[src/rtl/ps2_keyboard_rx.sv]
`default_nettype none
// +----------------------------------------------------------------------------+
// | Module      : ps2_keyboard_rx                                              |
// | Description : PS/2 keyboard receiver; emits single-cycle make-code events, |
// |               absorbing break (release) sequences.                         |
// | Revision    : 1.0                                                          |
// +----------------------------------------------------------------------------+
module ps2_keyboard_rx #(
  parameter int SYNC_STAGES    = 2,
  parameter int FILTER_LEN     = 4,
  parameter int TIMEOUT_CYCLES = 50000
) (
  input  logic       clk,
  input  logic       rst,
  input  logic       ps2_clk,
  input  logic       ps2_data,
  output logic [7:0] keyboard,
  output logic       valid,
  output logic       extended,
  output logic       frame_err
);

  localparam int c_FILT_W = $clog2(FILTER_LEN + 1);
  localparam int c_TO_W   = $clog2(TIMEOUT_CYCLES + 1);

  typedef enum logic [1:0] {S_IDLE, S_DATA, S_PARITY, S_STOP} state_t;

  logic [SYNC_STAGES-1:0] r_clk_sync;
  logic [SYNC_STAGES-1:0] r_data_sync;
  logic                   r_filt;
  logic [c_FILT_W-1:0]    r_filt_cnt;
  logic                   w_clk_s;
  logic                   w_data_s;
  logic                   w_fall;

  state_t                 r_state, w_state_nx;
  logic [2:0]             r_bitcnt, w_bitcnt_nx;
  logic [7:0]             r_sr, w_sr_nx;
  logic                   r_par, w_par_nx;
  logic [c_TO_W-1:0]      r_to_cnt, w_to_nx;
  logic                   w_byte_ok;
  logic                   w_err;
  logic                   r_brk;
  logic                   r_ext;

  assign w_clk_s  = r_clk_sync[SYNC_STAGES-1];
  assign w_data_s = r_data_sync[SYNC_STAGES-1];
  // Strobe on the cycle the filtered clock level commits from 1 to 0.
  assign w_fall   = r_filt & ~w_clk_s & (r_filt_cnt == c_FILT_W'(FILTER_LEN - 1));

  always_ff @(posedge clk or negedge rst) begin
    if (!rst) begin
      r_clk_sync  <= '1;
      r_data_sync <= '1;
      r_filt      <= 1'b1;
      r_filt_cnt  <= '0;
    end else begin
      r_clk_sync  <= {r_clk_sync[SYNC_STAGES-2:0], ps2_clk};
      r_data_sync <= {r_data_sync[SYNC_STAGES-2:0], ps2_data};
      if (w_clk_s == r_filt) begin
        r_filt_cnt <= '0;
      end else if (r_filt_cnt == c_FILT_W'(FILTER_LEN - 1)) begin
        r_filt     <= w_clk_s;
        r_filt_cnt <= '0;
      end else begin
        r_filt_cnt <= r_filt_cnt + c_FILT_W'(1);
      end
    end
  end

  always_ff @(posedge clk or negedge rst) begin
    if (!rst) begin
      r_state  <= S_IDLE;
      r_bitcnt <= '0;
      r_sr     <= '0;
      r_par    <= 1'b0;
      r_to_cnt <= '0;
    end else begin
      r_state  <= w_state_nx;
      r_bitcnt <= w_bitcnt_nx;
      r_sr     <= w_sr_nx;
      r_par    <= w_par_nx;
      r_to_cnt <= w_to_nx;
    end
  end

  always_comb begin
    w_state_nx  = r_state;
    w_bitcnt_nx = r_bitcnt;
    w_sr_nx     = r_sr;
    w_par_nx    = r_par;
    w_byte_ok   = 1'b0;
    w_err       = 1'b0;
    w_to_nx     = (r_state == S_IDLE || w_fall) ? '0 : r_to_cnt + c_TO_W'(1);
    case (r_state)
      S_IDLE: begin
        if (w_fall && !w_data_s) begin
          w_state_nx  = S_DATA;
          w_bitcnt_nx = '0;
        end
      end
      S_DATA: begin
        if (w_fall) begin
          w_sr_nx     = {w_data_s, r_sr[7:1]};
          w_bitcnt_nx = r_bitcnt + 3'd1;
          if (r_bitcnt == 3'd7) w_state_nx = S_PARITY;
        end
      end
      S_PARITY: begin
        if (w_fall) begin
          w_par_nx   = w_data_s;
          w_state_nx = S_STOP;
        end
      end
      S_STOP: begin
        if (w_fall) begin
          if (w_data_s && (^{r_sr, r_par})) w_byte_ok = 1'b1;
          else                              w_err     = 1'b1;
          w_state_nx = S_IDLE;
        end
      end
      default: w_state_nx = S_IDLE;
    endcase
    // A stalled frame is abandoned; decoder flags are left untouched.
    if (r_state != S_IDLE && !w_fall && r_to_cnt == c_TO_W'(TIMEOUT_CYCLES - 1)) begin
      w_state_nx  = S_IDLE;
      w_err       = 1'b1;
      w_to_nx     = '0;
      w_sr_nx     = '0;
      w_bitcnt_nx = '0;
    end
  end

  always_ff @(posedge clk or negedge rst) begin
    if (!rst) begin
      r_brk     <= 1'b0;
      r_ext     <= 1'b0;
      keyboard  <= '0;
      extended  <= 1'b0;
      valid     <= 1'b0;
      frame_err <= 1'b0;
    end else begin
      valid     <= 1'b0;
      frame_err <= w_err;
      if (w_byte_ok) begin
        case (r_sr)
          8'hE0: r_ext <= 1'b1;
          8'hF0: r_brk <= 1'b1;
          default: begin
            if (r_brk) begin
              r_brk <= 1'b0;
              r_ext <= 1'b0;
            end else begin
              keyboard <= r_sr;
              extended <= r_ext;
              valid    <= 1'b1;
              r_ext    <= 1'b0;
            end
          end
        endcase
      end
    end
  end

endmodule
`default_nettype wire

[config.mk]
export PLATFORM = sky130hd
export DESIGN_NAME = ps2_keyboard_rx
export DESIGN_NICKNAME = d
export VERILOG_FILES = /design/src/rtl/ps2_keyboard_rx.sv
export SDC_FILE = /design/constraint.sdc
export NUM_CORES = 1
export LEC_CHECK = 0
export ABC_AREA = 0
export CAP_MARGIN = 5
export CORE_MARGIN = 2
export CORE_UTILIZATION = 44
export DETAILED_ROUTE_END_ITERATION = 8
export PLACE_DENSITY = 0.59
export SLEW_MARGIN = 20
export SYNTH_ARGS = -nofsm -noshare
export SYNTH_HDL_FRONTEND = slang
export SYNTH_SLANG_ARGS = --single-unit
[constraint.sdc]
create_clock -name clk -period 4.3 [get_ports clk]
set_input_delay 1.075 -clock clk [delete_from_list [all_inputs] [get_ports clk]]
set_output_delay 1.075 -clock clk [all_outputs]
set_load 0.05 [all_outputs]
### Yosys cells after proc, flatten, opt, wreduce, memory -nomap -nowiden

Index checks and enable logic that the tools add are counted.

| operators by class | value |
|---|---|
| add/subtract/negate cells | 3 |
| order comparisons | 0 |
| equality and inequality tests | 14 |
| muxes and demuxes | 30 |
| $mul | 0 |
| shift operators | 0 |
| divide/modulo/power cells | 0 |
| bitwise logic cells | 8 |
| reduce and logical (&&, ||, !) cells | 22 |

Operators by type and width:

| cell | count |
|---|---|
| 16-bit 2-to-1 mux | 2 |
| 8-bit 2-to-1 mux | 3 |
| 16-bit by 1-bit adder with 16-bit output (second input constant) | 1 |
| 16-bit equality test (second input constant) | 1 |
| 8-bit equality test (second input constant) | 2 |
| 3-bit 2-to-1 mux | 5 |
| 2-bit 2-to-1 mux | 6 |
| 3-bit inequality test (second input constant) | 4 |
| 1-bit 2-to-1 mux | 10 |
| 2-bit AND reduction | 5 |
| 9-bit XOR reduction | 1 |
| 2-bit one-hot mux with 4 select lines | 1 |
| 3-bit by 1-bit adder with 3-bit output (second input constant) | 2 |
| 1-bit inverter | 6 |
| 3-bit one-hot mux with 2 select lines | 1 |
| 3-bit AND reduction | 2 |
| 2-bit nonzero test | 3 |
| 5-bit AND reduction | 1 |
| 2-bit equality test (second input constant) | 2 |
| 1-bit logical AND | 4 |
| 1-bit one-hot mux with 2 select lines | 2 |
| 3-bit by 2-bit equality test with 1-bit output (second input constant) | 1 |
| 3-bit equality test (second input constant) | 1 |
| 3-bit by 1-bit inequality test with 1-bit output (second input constant) | 1 |
| other kinds (8) | 10 |

| word-level totals | value |
|---|---|
| bits in writable memories | 0 |
| ROM bits | 0 |
| output and inout port bits | 11 |
| memories kept | 0 |
| bits of input ports | 4 |
| bits in registers | 51 |
| bits in latches | 0 |
| logic and storage cells | 92 |

### Longest topological paths before layout

Gate-level depths: netlist of the first run.

| depth | value |
|---|---|
| depth in word-level cells | 8 |
| gate-level depth with buffers | 8 |
| gate-level depth less buffers | 7 |

### Least setup slack after synthesis of the first run

OpenSTA, ideal clock, no wires.

| timing | value |
|---|---|
| path kind | register to register |
| from | register r_sr[4] |
| to | register extended |
| data required time | 4.175 ns |
| setup time | 0.125 ns |
| arrival time | 1.784 ns |
| slack | 2.391 ns |
| cell stages (with the launch flop) | 6 |
| clock period less this slack | 1.909 ns |
| path buffers | 0 |
| path through | dfrtp_1 -> xnor2_1 -> xnor3_1 -> xnor2_2 -> nand4_4 -> mux2_2 |

| between the ends | value |
|---|---|
| longest elaborated chain between the ends | 6 |
| elaborated cells between the ends (all ways) | 10 |
| classes of those cells | 2 x eq/ne; 3 x mux; 1 x bitwise; 4 x reduce/logical |

Ends and longest elaborated chain:

| item | RTL line | RTL |
|---|---|---|
| start: declaration | 38 | `logic [7:0] r_sr, w_sr_nx;` |
| start signal: assignment | 81 | `r_sr <= w_sr_nx;` |
| 9-bit XOR reduction | 117 | `if (w_data_s && (^{r_sr, r_par})) w_byte_ok = 1'b1;` |
| 1-bit logical AND | 117 |  |
| 1-bit 2-to-1 mux | 117 |  |
| 1-bit 2-to-1 mux | 116 | `if (w_fall) begin` |
| 1-bit 2-to-1 mux | 95 | `case (r_state)` |
| 3-bit AND reduction (no source line) * | n/a |  |
| end signal: assignment | 155 | `extended <= r_ext;` |
| end: declaration | 19 | `output logic extended,` |

Mark *: on every way between the ends. The rest lies on a longest branch, timed or not.
A chain may end at the register's enable or synchronous reset.

### Worst setup path after layout of the first run

| timing | value |
|---|---|
| from | register keyboard[6] |
| to | output keyboard[6] |

RTL lines:

| item | RTL line | RTL |
|---|---|---|
| start: declaration | 17 | `output logic [7:0] keyboard,` |
| start signal: assignment | 154 | `keyboard <= r_sr;` |

No word-level cell between the ends.

==> reports/results.txt, run 1 <==
Pins Over Slew Limit = 0
CP top delay family = buffers and inverters
CTS clock-pin slew for the worst setup and hold paths = 0.09 ns
Cell count after synthesis = 220
Post-CTS Resized = 0
Leakage power = 1.28 nW
Iter 0 DRT Violations = 60
Slew at the pin closest to its max-slew limit = 0.927 ns
Sequential Area = 0.00128 sq mm
Kind of end point of the critical path = output port
Tmin final = 2.54 ns
Layout cell share with drive strength beyond 1 = 12.7%
Hold Buf Count CTS = 0
Synth warn = 0
Area share of the largest cell type after synthesis = 47.7%
Sequential-to-total area share from yosys stat = 53.1%
Post-CTS Setup Inserts = 0
Synthesized flop and latch total = 51
First-pass GRT wire length = 7360 um
Synthesized area = 0.00241 sq mm
Total Routing Usage GR = 15.1%
Critical path arrival = 1.46 ns
Vias after detailed routing = 1592
Tcrit/Tclk final = 59.0%
CP max-delay cell = clkdlybuf4s50_1
Die area = 0.00610 sq mm
Post-synth cell types = 40
Final ANT Viol Nets = 0
Avg Inst Size Synth = 11.0 sq um
Type of the tightest min-delay check = reg -> reg
Main area contributors after synthesis = dfrtp_1 48%, dfstp_2 5.4%, ha_1 5.2%
Max Cap Viol = 0
Post-Syn Nets = 234
Largest net degree at the start of global routing = 44
CTS tree = done
CP Cell Sequence = clkdlybuf4s50_1
Final setup fails = 0
Wire per inst = 13.0 um
HPWL after DPL = 2840 um
Dpl cells = 298
CTS sink cnt = 51
FFs w/ async S/R, synth = 100%
Final hold vios = 0
Critical Path RT = 3.22 ns
Row cnt = 26
Final WL = 3960 um
TritonCTS Buffers = 5
Slew headroom = 38.2%
Vias/cell = 5.20
Die height = 78.1 um
Post-layout worst setup margin = 1.76 ns
Setup slack at placement = 2.10 ns
Starting Density = 46.4%
Setup TNS = 0 ns
Diode count = 0
Input/output buffers = 14
CTS H-tree depth = 2
Commonest cells in the netlist = 46 x dfrtp_1, 23 x nor2_1, 19 x nand2_1
Count leader, synth = dfrtp_1
Highest Clock Rate = 0.394 GHz
Power per cell area = 436 mW/mm^2
Root Driver = clkbuf_8
Synth-to-layout area growth = 12.6%
DRC = 0
Crit path buf inv count = 1
Ys flop type = dfrtp_1
Final Core Density = 52.2%
CORE AREA = 0.00520 sq mm
Start-to-end type of the worst setup path = reg -> out
Maximum fanout along the worst path = 2
Multi-input logic area = 0.00107 sq mm
Grt ovf = 0
RSZ-0062 raised after global routing = false
EDFF count, synth = 0
First drt pass iteration count = 4
Clk_skew = 0.00687 ns
Maximum vdd drop = 0.210 mV
Total chip power = 1.18 mW
Finished Layout Cells = 306
Yosys top cell by area = dfrtp_1
Die W = 78.1 um
Skew-Pair Late Insertion Delay = 0.30 ns
Clock Tree Buf Depth = 2
Critical path's largest stage delay = 0.80 ns
Vias in the first global route = 1585
I/O pins = 15
Initial antenna violation count = 0
Startpoint Class = flip-flop
Outcome = complete, no violations
Layout net count = 249
Fill count = 480
GPL Wtd Cong = 0.755
## state kept, by name, indices dropped and copies added (netlist names)
register / flops
r_data_sync: 2
r_state: 2
r_brk: 1
r_filt_cnt: 3
r_par: 1
valid: 1
extended: 1
r_to_cnt: 16
keyboard: 8
r_clk_sync: 2
r_sr: 8
r_filt: 1
frame_err: 1
r_ext: 1
r_bitcnt: 3
## stage by stage
stage          cell area, sq um  hold WS [ns]
3_3_place_gp               2620         0.346
2_1_floorplan              2410         0.345
6_report                   2720         0.359
4_1_cts                    2720         0.360
5_1_grt                    2720         0.364
3_5_place_dp               2620         0.347
## path summary, 6_finish.rpt
| path | cells past startpoint | end | from | slack, ns |
|---|---|---|---|---|
| worst max-delay path | 1 | keyboard[6] | keyboard[6] | 1.76 |
| worst min-delay path | 0 | r_clk_sync[1] | r_clk_sync[0] | 0.36 |
| worst max register to register | 6 | r_bitcnt[0] | r_to_cnt[0] | 2.14 |
| worst min register to register | 0 | r_clk_sync[1] | r_clk_sync[0] | 0.36 |
| max in group asynchronous | 2 | r_data_sync[0] | rst | 2.63 |
| min in group asynchronous | 1 | valid | rst | 0.90 |
## final cells by class
class,count,share of cell area [%]
clock buffer,7,3.54
sequential,51,47.2
clock inverter,1,0.276
inverter,8,1.10
timing repair buffer,15,5.25
multi-input combinational,154,39.4
tap,70,3.22
## power breakdown
part	total [mW]	switching (mW)	internal (mW)
sequential	0.577	0.0419	0.535
clock	0.299	0.153	0.146
combinational	0.308	0.174	0.134
total	1.18	0.369	0.816
## cell usage in the layout (no fill, tap or decap), types with 2 or more instances in the layout
cell             count
dfrtp_1             46
nor2_1              23
nand2_1             19
nand3_1             15
clkdlybuf4s50_1     13
xor2_1              11
mux2_2              11
ha_1                10
a21oi_1              9
inv_1                8
xnor2_1              8
clkbuf_8             7
nor3_1               5
dfstp_2              5
nor4_1               3
and4_1               3
and3_1               3
a22o_1               3
o21a_1               3
nand4_1              2
or2_2                2
nor2b_1              2
and2_1               2
o21ai_0              2
o22ai_1              2
a41o_1               2
## logic make-up (layout without fill, tap and decap cells)
logic type | Yosys count | count (layout) | share of synthesized area [%]
AO/OA/AOI/OAI | 25 | 25 | 7.05
XOR/XNOR | 21 | 21 | 8.50
adder cells (fa/ha/maj) | 10 | 10 | 5.18
buffers and inverters | 15 | 31 | 2.49
flip-flops | 51 | 51 | 53.1
multiplexers | 11 | 11 | 5.13
AND/OR/NAND/NOR | 87 | 87 | 18.5
## metal layers
metal	GRT usage, %	part of all wire, %	vias up
li1	-	-	788
met1	20.5	48	782
met2	23.6	47	17
met3	3.45	2.5	5
met4	5.79	1.6	0
met5	0	0	-
(Power assumes the default switching activity.)
==> run 2: changes to the inputs <==
Settings changed: PLACE_DENSITY 0.59 to 0.61.
Clock period 4.3 ns to 2.2 ns, I/O delays scaled along.
==> run 2 against run 1 <==
Net effect:
- power is 100% higher
- clock skew is 0.0014 ns higher
- non-clock buffer count is 5 higher
- sequential share of layout area is 1.1 points lower
- via count is 1.9% higher
- combinational power is 110% higher
- routed wire length is 2.8% higher
- clock power is 120% higher
==> reports/results.txt, run 2 (same netlist as run 1, synthesis figures left out) <==
CORE AREA = 0.00520 sq mm (unchanged)
CTS H-tree depth = 2 (unchanged)
Highest Clock Rate = 0.493 GHz
Type of the tightest min-delay check = in -> async (was reg -> reg)
Post-CTS Resized = 0 (unchanged)
Reg2Reg Depth = 6 (unchanged)
RSZ-0062 raised after global routing = false (unchanged)
Power per cell area = 867 mW/mm^2 (was 436 mW/mm^2)
Most frequent cells in the layout = 46 x dfrtp_1, 23 x nor2_1, 19 x nand2_1 (unchanged)
Die area = 0.00610 sq mm (unchanged)
Tmin final = 2.03 ns
Layout net count = 254 (was 249)
Critical path's largest stage delay = 0.40 ns (was 0.80 ns)
Crit path buf inv count = 0 (was 1)
Skew-Pair Late Insertion Delay = 0.30 ns (about the same)
Post-DP Area = 0.00267 sq mm (was 0.00262 sq mm)
DRC = 0 (unchanged)
Initial antenna violation count = 0 (unchanged)
Total Routing Usage GR = 15.2% (was 15.1%)
CTS tree = done (unchanged)
Root Driver = clkbuf_8 (unchanged)
Biggest registers after layout = r_to_cnt: 16 flops, keyboard: 8 flops, r_sr: 8 flops (unchanged)
Clock Tree Buf Depth = 2 (unchanged)
Clk_skew = 0.00828 ns (was 0.00687 ns)
CTS sink cnt = 51 (unchanged)
Maximum fanout along the worst path = 5 (was 2)
Max Cap Viol = 0 (unchanged)
Start-to-end type of the worst setup path = reg -> reg (was reg -> out)
Setup TNS = 0 ns (unchanged)
Diode count = 0 (unchanged)
Final Core Density = 53.5% (was 52.2%)
Leakage power = 1.32 nW (was 1.28 nW)
RR Endpoint = r_bitcnt[0] (unchanged)
R2R Setup Slk = 0.17 ns (was 2.14 ns)
First drt pass iteration count = 4 (unchanged)
Starting Density = 46.4% (unchanged)
TritonCTS Buffers = 5 (unchanged)
Post-CTS Setup Inserts = 0 (unchanged)
Finished Layout Cells = 311 (was 306)
Post-layout worst setup margin = 0.173 ns (was 1.76 ns)
Grt ovf = 0 (unchanged)
Maximum vdd drop = 0.329 mV (was 0.210 mV)
Largest register FFs = 16 (unchanged)
Iter 0 DRT Violations = 50 (was 60)
Vias/cell = 5.22 (was 5.20)
Row cnt = 26 (unchanged)
Kind of end point of the critical path = flip-flop (was output port)
Synth-to-layout area growth = 15.2% (was 12.6%)
Wire per inst = 13.1 um (was 13.0 um)
Layout cell share with drive strength beyond 1 = 14.9% (was 12.7%)
Hold Buf Count CTS = 0 (unchanged)
Commonest non-fill, non-tap cell in the layout = dfrtp_1 (unchanged)
Hold WS = 0.212 ns (was 0.359 ns)
Outcome = complete, no violations (unchanged)
CP top delay family = simple AND/OR/NAND/NOR gates (was buffers and inverters)
Final ANT Viol Nets = 0 (unchanged)
Input/output buffers = 14 (unchanged)
First-pass GRT wire length = 7380 um (was 7360 um)
Startpoint Class = flip-flop (unchanged)
Final setup fails = 0 (unchanged)
Die height = 78.1 um (unchanged)
Pins Over Slew Limit = 0 (unchanged)
Final hold vios = 0 (unchanged)
Largest net degree at the start of global routing = 52 (was 44)
HPWL after DPL = 2840 um (about the same)
Critical Path RT = 2.40 ns (was 3.22 ns)
Biggest register = r_to_cnt (unchanged)
Design Area, Final = 0.00278 sq mm (was 0.00272 sq mm)
Setup slack at placement = 0.201 ns (was 2.10 ns)
CP max-delay cell = dfrtp_1 (was clkdlybuf4s50_1)
CTS clock-pin slew for the worst setup and hold paths = 0.09 ns (about the same)
Critical path arrival = 2.22 ns (was 1.46 ns)
Final WL = 4070 um (was 3960 um)
Die W = 78.1 um (unchanged)
Vias after detailed routing = 1623 (was 1592)
Tcrit/Tclk final = 92.1%
Slew at the pin closest to its max-slew limit = 0.496 ns (was 0.927 ns)
R2R Path Start = r_to_cnt[0] (unchanged)
GPL Wtd Cong = 0.790 (was 0.755)
Total chip power = 2.41 mW (was 1.18 mW)
I/O pins = 15 (unchanged)
Vias in the first global route = 1579 (was 1585)
CP Cell Sequence = ha_1 -> nand3_1 -> nor3_1 -> and4_1 -> o22ai_1 -> mux2_2 (was clkdlybuf4s50_1)
Dpl cells = 303 (was 298)
Slew headroom = 66.9% (was 38.2%)
[run 2: metal layers]
| metal | GRT usage [%] | part of all wire [%] | up-vias |
|---|---|---|---|
| li1 | - | - | 795 |
| met1 | 20.3 | 48 | 796 |
| met2 | 23.7 | 47 | 26 |
| met3 | 3.68 | 3.5 | 6 |
| met4 | 6.32 | 1.4 | 0 |
| met5 | 0 | 0 | - |
[run 2: final cells by class]
cell class	instances	area, sq um
well taps	70	87.6
inverters	8	30.0
repair buffers	20	193
fillers	469	2420
multi-input cells	154	1080
clock inverters	3	43.8
flip-flops and latches	51	1280
clock buffers	5	68.8
[run 2: how the worst max path moves through the flow]
stage / depth (start not counted) / end / start / slack [ns]
final: 6 / r_bitcnt[0] / r_to_cnt[0] / 0.17
after global routing: 6 / r_bitcnt[0] / r_to_cnt[0] / 0.05
after CTS: 1 / keyboard[6] / keyboard[6] / 0.16
after detailed placement: 5 / keyboard[2] / r_sr[4] / 0.20
after global placement: 6 / r_bitcnt[0] / r_to_cnt[0] / 0.23
after floorplan: 5 / extended / r_sr[4] / 0.29
[run 2: where the power goes]
group | internal, mW | switching (mW)
clock | 0.339 | 0.306
sequential | 1.05 | 0.0815
combinational | 0.289 | 0.351
